File: config.mk
export PLATFORM = sky130hd
export DESIGN_NAME = majority_voter_seq_flat
export DESIGN_NICKNAME = d
export VERILOG_FILES = /design/src/rtl/majority_voter_seq_if.sv /design/src/rtl/majority_voter_seq.sv /design/src/flat_wrapper.sv
export SDC_FILE = /design/constraint.sdc
export NUM_CORES = 1
export LEC_CHECK = 0
export CORE_MARGIN = 3
export CORE_UTILIZATION = 54
export DETAILED_ROUTE_END_ITERATION = 8
export PLACE_DENSITY_LB_ADDON = 0.05
export SLEW_MARGIN = 10
export SYNTH_ARGS = -nofsm -noshare
export SYNTH_HDL_FRONTEND = slang
export SYNTH_SLANG_ARGS = --single-unit
File: constraint.sdc
create_clock -name clk -period 4.25 [get_ports clk]
set_input_delay 0.6375 -clock clk [delete_from_list [all_inputs] [get_ports clk]]
set_output_delay 0.6375 -clock clk [all_outputs]
set_load 0.02 [all_outputs]
File: src/rtl/majority_voter_seq_if.sv
// Voter bus: replicated samples in, voted word and health flags out.
// Ports: in_valid/in_data/clear_fault (to voter); out_* / mismatch / fault / no_quorum (from voter).
interface majority_voter_seq_if #(
  parameter int W = 8,
  parameter int N = 3
);
  logic         in_valid;
  logic [N*W-1:0] in_data;
  logic         clear_fault;
  logic         out_valid;
  logic [W-1:0] out_data;
  logic [N-1:0] mismatch;
  logic [N-1:0] fault;
  logic         no_quorum;

  modport master (
    output in_valid, in_data, clear_fault,
    input  out_valid, out_data, mismatch, fault, no_quorum
  );

  modport slave (
    input  in_valid, in_data, clear_fault,
    output out_valid, out_data, mismatch, fault, no_quorum
  );
endinterface

File: src/rtl/majority_voter_seq.sv
// Registered N-way bitwise majority voter with per-channel fault isolation.
// Ports: clk, rst (sync, active-high), bus (slave side of majority_voter_seq_if).
module majority_voter_seq #(
  parameter int W          = 8,
  parameter int N          = 3,
  parameter int FAIL_LIMIT = 4
) (
  input  logic             clk,
  input  logic             rst,
  majority_voter_seq_if.slave bus
);

  localparam int CW  = $clog2(FAIL_LIMIT + 1);
  localparam int CNW = $clog2(N + 1);
  localparam logic [CNW-1:0] C1  = CNW'(1);
  localparam logic [CW-1:0]  LIM = CW'(FAIL_LIMIT);
  localparam logic [CW-1:0]  K1  = CW'(1);

  logic [W-1:0]   word [N];
  logic [N-1:0]   act;
  logic [CNW-1:0] m;
  logic [CNW-1:0] ones;
  logic [W-1:0]   first_word;
  logic [W-1:0]   vote;
  logic [N-1:0]   mis;

  logic [CW-1:0]  cnt [N];
  logic [N-1:0]   fault_q;

  assign bus.fault = fault_q;

  always_comb begin
    for (int k = 0; k < N; k++) begin
      word[k] = bus.in_data[k*W +: W];
    end
  end

  // With no active channel every bit ties and first_word is zero,
  // so the M=0 case falls out as out_data=0 and mismatch=0.
  always_comb begin
    act        = ~fault_q;
    m          = '0;
    ones       = '0;
    first_word = '0;
    vote       = '0;
    mis        = '0;
    for (int k = 0; k < N; k++) begin
      if (act[k]) m = m + C1;
    end
    for (int k = N - 1; k >= 0; k--) begin
      if (act[k]) first_word = word[k];
    end
    for (int b = 0; b < W; b++) begin
      ones = '0;
      for (int k = 0; k < N; k++) begin
        if (act[k] && word[k][b]) ones = ones + C1;
      end
      if ({ones, 1'b0} > {1'b0, m})
        vote[b] = 1'b1;
      else if ({ones, 1'b0} < {1'b0, m})
        vote[b] = 1'b0;
      else
        vote[b] = first_word[b];
    end
    for (int k = 0; k < N; k++) begin
      mis[k] = act[k] && (word[k] != vote);
    end
  end

  always_ff @(posedge clk) begin
    if (rst) begin
      bus.out_valid <= 1'b0;
      bus.out_data  <= '0;
      bus.mismatch  <= '0;
      bus.no_quorum <= 1'b0;
    end else if (bus.in_valid) begin
      bus.out_valid <= 1'b1;
      bus.out_data  <= vote;
      bus.mismatch  <= mis;
      bus.no_quorum <= (m < CNW'(2));
    end else begin
      bus.out_valid <= 1'b0;
    end
  end

  // Clear overrides any increment or fault set on the same edge.
  always_ff @(posedge clk) begin
    if (rst || bus.clear_fault) begin
      fault_q <= '0;
      for (int k = 0; k < N; k++) cnt[k] <= '0;
    end else if (bus.in_valid) begin
      for (int k = 0; k < N; k++) begin
        if (act[k]) begin
          if (!mis[k]) begin
            cnt[k] <= '0;
          end else if (cnt[k] != LIM) begin
            cnt[k] <= cnt[k] + K1;
            if (cnt[k] + K1 == LIM) fault_q[k] <= 1'b1;
          end
        end
      end
    end
  end

endmodule
File: src/flat_wrapper.sv
// flat-port wrapper written by rule: the top's interface ports become plain ports
module majority_voter_seq_flat 
#(
  parameter int W          = 8,
  parameter int N          = 3,
  parameter int FAIL_LIMIT = 4
)
  (clk, rst, bus_in_valid, bus_in_data, bus_clear_fault, bus_out_valid, bus_out_data, bus_mismatch, bus_fault, bus_no_quorum);
  majority_voter_seq_if #(.W(W), .N(N)) bus_i ();
  input  logic clk;
  input  logic rst;
  input wire logic [$bits(bus_i.in_valid)-1:0] bus_in_valid;
  input wire logic [$bits(bus_i.in_data)-1:0] bus_in_data;
  input wire logic [$bits(bus_i.clear_fault)-1:0] bus_clear_fault;
  output wire logic [$bits(bus_i.out_valid)-1:0] bus_out_valid;
  output wire logic [$bits(bus_i.out_data)-1:0] bus_out_data;
  output wire logic [$bits(bus_i.mismatch)-1:0] bus_mismatch;
  output wire logic [$bits(bus_i.fault)-1:0] bus_fault;
  output wire logic [$bits(bus_i.no_quorum)-1:0] bus_no_quorum;
  assign bus_i.in_valid = bus_in_valid;
  assign bus_i.in_data = bus_in_data;
  assign bus_i.clear_fault = bus_clear_fault;
  assign bus_out_valid = bus_i.out_valid;
  assign bus_out_data = bus_i.out_data;
  assign bus_mismatch = bus_i.mismatch;
  assign bus_fault = bus_i.fault;
  assign bus_no_quorum = bus_i.no_quorum;
  majority_voter_seq #(.W(W), .N(N), .FAIL_LIMIT(FAIL_LIMIT)) u_core (.clk(clk), .rst(rst), .bus(bus_i));
endmodule
==> key figures, run 1 <==
Synth
  – Post-Syn Area: 2510 sq um
  – Sequential area share after synthesis: 0.235
  – Main synth FF type: dfxtp_1
  – Post-Syn Area per Cell: 8.65 sq um
  – Post-Syn Nets: 353
  – Unique masters post-synth: 45
  – Yosys reg bits: 25
  – Top post-synthesis cells by area: ha_1, dfxtp_1, edfxtp_1
  – Async SR Flop Fraction: 0
  – Number of synthesized flops with an enable pin: 9
  – Largest area contributor in the netlist: ha_1
  – YS warnings: 0
  – Top-area cell type share of the netlist area: 0.174
  – Cell count after synthesis: 290

Detailed routing
  – Vias/cell: 5.44
  – Drt total wl: 5.70 mm
  – Metal2 WL: 2.72 mm
  – Met3 WL: 363 microns
  – Via count: 2,149
  – Routed Antenna Nets: 0
  – Top sig layer: met4
  – M1 WL: 2.61 mm
  – Wire per inst: 14.4 microns
  – Initial drt markers: 88
  – Drt first pass iters: 4
  – DRC: 0

Clock tree
  – H-tree levels: 1
  – Total CTS buffers: 3
  – Clock Tree Buf Depth: 2
  – CTS tree: yes
  – TritonCTS Sinks: 25
  – Root buf cell: clkbuf_8
  – Clock Latency Late Sink: 0.27 ns
  – Worst-path clk slew: 0.08 ns
  – Number of setup buffers added after CTS: 0
  – Post_cts resized: 0
  – Hold buffers post-CTS: 0

Die
  – Die area: 5500 sq um
  – Die X: 74.2 microns
  – IO Pins: 44
  – Rows: 24
  – Core ar.: 4410 sq um
  – Vert. Die Dim: 74.2 microns
  – Initial Util: 0.569

Global routing
  – Maximum number of pins on one net before global-route repair: 27
  – Initial antenna violation count: 0
  – Total GRT Usage: 0.213
  – Vias in the first global route: 2,005
  – Grt ovf: 0
  – First-pass GRT wire length: 9.19 mm

Timing
  – Final cycle utilization of the critical path: 0.896
  – Slew Limit Fails: 0
  – Worst Clk Skew: 0.00265 ns
  – Actual slew at the worst max-slew pin: 0.746 ns
  – Unrepaired setup endpoints after global routing: no
  – WHS: 0.479 ns
  – Setup-failing EPs final: 0
  – Final min period: 3.81 ns
  – Slew headroom: 0.501
  – Setup_tns: 0 ns
  – Hold Fails Final Rpt: 0
  – Fmax: 263 MHz

Pwr
  – Flop pwr share: 0.434
  – Clock power frac: 0.225
  – Psw: 0.194 mW
  – Leakage: 1.37 nW
  – Combinational share of power: 0.341
  – P_int: 0.435 mW
  – Switching Fraction: 0.308
  – Worst VDD drop: 0.000136 V
  – Pwr/cell area: 201 nW/um^2

Critical path
  – RR Startpoint: u_core.bus.fault[1]
  – Worst EP arrival: 3.78 ns
  – Reg-to-reg endpoint: u_core.cnt[0][1]
  – Reg2reg setup slack: 0.49 ns
  – Cells on worst reg2reg path: 14
  – Worst Path Required: 4.23 ns
  – Setup crit start kind: input pin
  – Worst-path fanout max: 3
  – CP endpoint kind: register
  – Path type of the worst setup path: input pin to register

Place
  – Placed Area: 3080 sq um
  – IO Port Bufs: 43
  – Gpl congestion: 0.830
  – Detailed placer's ending HPWL: 4.44 mm

Final layout
  – Layout cell share with drive strength beyond 1: 0.0904
  – Area Overhead vs Synth: 24.7%
  – Fin nets: 407
  – Final Instance Area: 3130 sq um
  – Fill cell count: 367
  – Ant diodes: 0

Run
  – Maximum Capacitance Violations: 0

Hold path
  – HP Class: register to register
  – Hold depth: 2
  – End of the worst hold path: u_core.bus.no_quorum
  – HP Start: u_core.bus.no_quorum

Status
  – Status: complete, no violations
## placed cells by master (no fill, tap or decap), types with 3 or more instances in the layout
| master | Yosys | final |
|---|---|---|
| clkdlybuf4s50_1 | 0 | 43 |
| ha_1 | 35 | 35 |
| inv_1 | 30 | 30 |
| nor2_1 | 27 | 27 |
| xor2_1 | 20 | 20 |
| buf_4 | 4 | 17 |
| nand2_1 | 16 | 16 |
| dfxtp_1 | 16 | 16 |
| xnor2_1 | 15 | 15 |
| nand2b_1 | 13 | 13 |
| a211oi_1 | 9 | 9 |
| edfxtp_1 | 9 | 9 |
| a311oi_1 | 8 | 8 |
| nand3_1 | 8 | 8 |
| and2b_1 | 7 | 7 |
| nand3b_1 | 7 | 7 |
| a21boi_1 | 6 | 6 |
| o21ai_0 | 5 | 5 |
| mux2i_1 | 4 | 4 |
| nor2b_1 | 4 | 4 |
| a2111oi_2 | 4 | 4 |
| nor4_1 | 4 | 4 |
| a21oi_1 | 4 | 4 |
| nand4_1 | 4 | 4 |
| a31oi_1 | 3 | 3 |
| clkbuf_8 | 0 | 3 |
## state kept, by name, indices dropped and copies added (netlist names)
name,cells
u_core.cnt,9
u_core.bus.out_valid,1
u_core.bus.no_quorum,1
u_core.bus.fault,3
u_core.bus.out_data,8
u_core.bus.mismatch,3
## power by group through the flow
stage / clock network (mW) / logic [mW] / registers (mW)
6_report: 0.141 / 0.215 / 0.273
4_1_cts: 0.147 / 0.216 / 0.273
3_3_place_gp: 0 / 0.211 / 0.278
5_1_grt: 0.154 / 0.238 / 0.275
2_1_floorplan: 0 / 0.120 / 0.287
3_5_place_dp: 0 / 0.214 / 0.279
## cell usage after synthesis (2+ instances only)
library cell and number:
xnor2_1 15, a21oi_1 4, nand3b_1 7, xor2_1 20, nand4_1 4, and3_1 2, edfxtp_1 9, mux2i_1 4
buf_1 2, inv_1 30, nor3_1 2, nor2b_1 4, ha_1 35, dfxtp_1 16, nand2b_1 13, nand2_1 16
a31oi_1 3, clkbuf_1 4, nor2_1 27, and2b_1 7, nor4_1 4, o31ai_1 2, o21ai_0 5, a2111oi_2 4
nand3_1 8, a311oi_1 8, buf_4 4, a21boi_1 6, a211oi_1 9
## kinds of logic after synthesis
logic type,after synthesis,synth area share
and+or+nand+nor,99,0.213
AOI/OAI and AO/OA,47,0.148
buffers and inverters,42,0.0723
xor gates and xnor gates,37,0.135
adders and majority gates,35,0.174
DFF,25,0.235
muxes,5,0.0219
## area by class of cell
type,count,area (sq um),share of cell area
multi-input cells,223,1740,0.555
well taps,52,65.1,0.0208
repair buffers,61,578,0.185
clock buffers,4,45.0,0.0144
flip-flops and latches,25,591,0.189
inverters,30,113,0.0360
## worst max-delay path: stages
cell	delay, ns
clkdlybuf4s50_1	0.45
and2b_1	0.21
ha_1	0.30
xnor2_1	0.16
ha_1	0.25
o21ai_0	0.08
a311oi_1	0.08
a2111oi_2	0.45
buf_4	0.21
xor2_1	0.22
nand4_1	0.19
nor3_2	0.29
o31a_1	0.24
## stage by stage
stage / total power [mW] / setup slack (ns) / util / cells
after floorplan: 0.407 / 0.236 / - / 290
after global placement: 0.489 / 0.234 / 0.699 / 391
after detailed placement: 0.493 / 0.138 / 0.699 / 391
after CTS: 0.636 / 0.423 / 0.709 / 395
after global routing: 0.666 / 0.176 / 0.709 / 395
final: 0.629 / 0.443 / 0.709 / 395
## routing by layer
| layer | GRT usage | up-vias |
|---|---|---|
| met1 | 0.282 | 977 |
| met3 | 0.0405 | 4 |
| met2 | 0.372 | 59 |
| met5 | 0 | - |
| met4 | 0.0201 | 0 |
| li1 | - | 1109 |
## worst max-delay path by stage
stage / startpoint / to / slack (ns)
final: bus_in_data[2] / u_core.cnt[0][1] / 0.44
after global routing: bus_in_data[2] / u_core.cnt[0][1] / 0.18
after CTS: bus_in_data[2] / u_core.cnt[0][1] / 0.42
after detailed placement: bus_in_data[2] / u_core.cnt[0][0] / 0.14
after global placement: bus_in_data[2] / u_core.cnt[0][2] / 0.23
after floorplan: u_core.bus.fault[0] / u_core.cnt[2][0] / 0.24
Power figures use the tool's default switching activity.
==> run 2: changes to the inputs <==
--- a/config.mk
+++ b/config.mk
@@ -5,7 +5,7 @@
 export SDC_FILE = /design/constraint.sdc
 export NUM_CORES = 1
 export LEC_CHECK = 0
-export CORE_MARGIN = 3
+export CORE_MARGIN = 2
 export CORE_UTILIZATION = 54
 export DETAILED_ROUTE_END_ITERATION = 8
 export PLACE_DENSITY_LB_ADDON = 0.05
==> constraint.sdc (replaced) <==
create_clock -name clk -period 4.25 [get_ports clk]
set_input_delay 0.6375 -clock clk [delete_from_list [all_inputs] [get_ports clk]]
set_output_delay 0.6375 -clock clk [all_outputs]
set_load 0.1 [all_outputs]
==> key figures, run 2 (same netlist as run 1, synthesis figures left out) <==
Detailed routing
  – Wire per inst: 14.5 microns (was 14.4 microns)
  – Initial drt markers: 140 (was 88)
  – Routed Antenna Nets: 0 (unchanged)
  – Via count: 2,155 (was 2,149)
  – DRC: 0 (unchanged)
  – Drt total wl: 5.70 mm (about the same)
  – Vias/cell: 5.47 (was 5.44)
  – Drt first pass iters: 4 (unchanged)

Critical path
  – Worst EP arrival: 3.77 ns (was 3.78 ns)
  – Worst Path Required: 4.21 ns (was 4.23 ns)
  – Setup crit start kind: input pin (unchanged)
  – Worst-path fanout max: 3 (unchanged)
  – CP endpoint kind: register (unchanged)
  – Path type of the worst setup path: input pin to register (unchanged)

Place
  – Setup WS pre-CTS: 0.157 ns (was 0.138 ns)
  – IO Port Bufs: 43 (unchanged)
  – Inst Count DP: 390 (was 391)
  – Placed Area: 3070 sq um (was 3080 sq um)
  – Detailed placer's ending HPWL: 4.41 mm (was 4.44 mm)
  – Gpl congestion: 0.847 (was 0.830)

Clock tree
  – TritonCTS Sinks: 25 (unchanged)
  – Root buf cell: clkbuf_8 (unchanged)
  – Total CTS buffers: 3 (unchanged)
  – Clock Latency Late Sink: 0.28 ns (was 0.27 ns)
  – Worst-path clk slew: 0.10 ns (was 0.08 ns)
  – Hold buffers post-CTS: 0 (unchanged)
  – Post_cts resized: 0 (unchanged)
  – CTS tree: yes (unchanged)
  – H-tree levels: 1 (unchanged)
  – Number of setup buffers added after CTS: 0 (unchanged)
  – Clock Tree Buf Depth: 2 (unchanged)

Timing
  – Setup-failing EPs final: 0 (unchanged)
  – WHS: 0.478 ns (was 0.479 ns)
  – Setup_tns: 0 ns (unchanged)
  – Slew headroom: 0.348 (was 0.501)
  – Final cycle utilization of the critical path: 0.898 (was 0.896)
  – Fmax: 262 MHz (was 263 MHz)
  – Actual slew at the worst max-slew pin: 0.974 ns (was 0.746 ns)
  – Worst Clk Skew: 0.00988 ns (was 0.00265 ns)
  – Setup WS post-layout: 0.432 ns (was 0.443 ns)
  – Hold Fails Final Rpt: 0 (unchanged)
  – Final min period: 3.82 ns (was 3.81 ns)
  – Unrepaired setup endpoints after global routing: no (unchanged)
  – Slew Limit Fails: 0 (unchanged)

Die
  – Core ar.: 4410 sq um (unchanged)
  – IO Pins: 44 (unchanged)
  – Initial Util: 0.569 (unchanged)
  – Die X: 72.2 microns (was 74.2 microns)
  – Vert. Die Dim: 72.2 microns (was 74.2 microns)
  – Rows: 24 (unchanged)
  – Die area: 5210 sq um (was 5500 sq um)

Final layout
  – Layout cell share with drive strength beyond 1: 0.0965 (was 0.0904)
  – Ant diodes: 0 (unchanged)
  – Largest reg by FF count: u_core.cnt (unchanged)
  – Non-filler cells, final: 394 (was 395)
  – Largest register FFs: 9 (unchanged)
  – Fin nets: 406 (was 407)
  – Area Overhead vs Synth: 24.0% (was 24.7%)
  – Final Instance Area: 3110 sq um (was 3130 sq um)
  – Most frequent cells in the layout: clkdlybuf4s50_1, ha_1, inv_1 (unchanged)
  – Largest regs: u_core.cnt: 9 flops, u_core.bus.out_data: 8 flops (unchanged)
  – Fill cell count: 391 (was 367)
  – Commonest non-fill, non-tap cell in the layout: clkdlybuf4s50_1 (unchanged)

Global routing
  – Maximum number of pins on one net before global-route repair: 23 (was 27)
  – Initial antenna violation count: 0 (unchanged)
  – Vias in the first global route: 2,196 (was 2,005)
  – Grt ovf: 0 (unchanged)
  – First-pass GRT wire length: 9.94 mm (was 9.19 mm)
  – Total GRT Usage: 0.241 (was 0.213)

Pwr
  – Pwr/cell area: 221 nW/um^2 (was 201 nW/um^2)
  – Flop pwr share: 0.398 (was 0.434)
  – P_int: 0.434 mW (was 0.435 mW)
  – Switching Fraction: 0.369 (was 0.308)
  – Clock power frac: 0.215 (was 0.225)
  – Leakage: 1.37 nW (about the same)
  – Worst VDD drop: 0.000147 V (was 0.000136 V)
  – Combinational share of power: 0.387 (was 0.341)
  – Psw: 0.254 mW (was 0.194 mW)

Run
  – Maximum Capacitance Violations: 0 (unchanged)

Status
  – Status: complete, no violations (unchanged)

Hold path
  – HP Class: register to register (unchanged)
==> run 2: metal layers <==
layer,share of wire,GRT usage,vias up
met3,0.046,0.0333,10
met2,0.48,0.416,52
met1,0.46,0.308,984
li1,-,-,1109
met4,0.017,0.0818,0
met5,0,0,-
==> run 2: cell type report <==
cell class / instances / area (sq um) / share of cell area
Multi-Input combinational cell: 223 / 1740 / 0.558
Timing Repair Buffer: 60 / 558 / 0.179
Sequential cell: 25 / 593 / 0.191
Inverter: 30 / 113 / 0.0362
Clock inverter: 1 / 5.00 / 0.00161
Tap cell: 52 / 65.1 / 0.0209
Clock buffer: 3 / 41.3 / 0.0133
==> run 2: path summary, 6_finish.rpt <==
kind         cells past startpoint              endpoint  slack (ns)                  from
max                             12      u_core.cnt[1][1]        0.43        bus_in_data[4]
min                              2  u_core.bus.no_quorum        0.48  u_core.bus.no_quorum
max reg2reg                     12      u_core.cnt[1][1]        0.63   u_core.bus.fault[1]
min reg2reg                      2  u_core.bus.no_quorum        0.48  u_core.bus.no_quorum
==> run 2: power by group through the flow <==
| stage | registers (mW) | logic [mW] | clock network (mW) |
|---|---|---|---|
| 2_1_floorplan | 0.338 | 0.120 | 0 |
| 3_3_place_gp | 0.279 | 0.262 | 0 |
| 3_5_place_dp | 0.279 | 0.266 | 0 |
| 4_1_cts | 0.274 | 0.267 | 0.151 |
| 5_1_grt | 0.276 | 0.290 | 0.157 |
| 6_report | 0.274 | 0.266 | 0.148 |
==> run 2: worst max-delay path, stage by stage <==
cell and delay [ns]:
clkdlybuf4s50_1 0.46, and2b_1 0.20, ha_1 0.31, xnor2_1 0.13, ha_1 0.29, o21ai_0 0.08
a311oi_1 0.09, a2111oi_2 0.51, xnor2_1 0.13, nor4_1 0.37, nand4_1 0.21, a21oi_1 0.36
==> run 2: per-stage QoR <==
step	power, mW	util
after detailed placement	0.545	0.695
after global placement	0.541	0.695
after floorplan	0.458	-
after CTS	0.692	0.705
final	0.687	0.705
after global routing	0.723	0.705
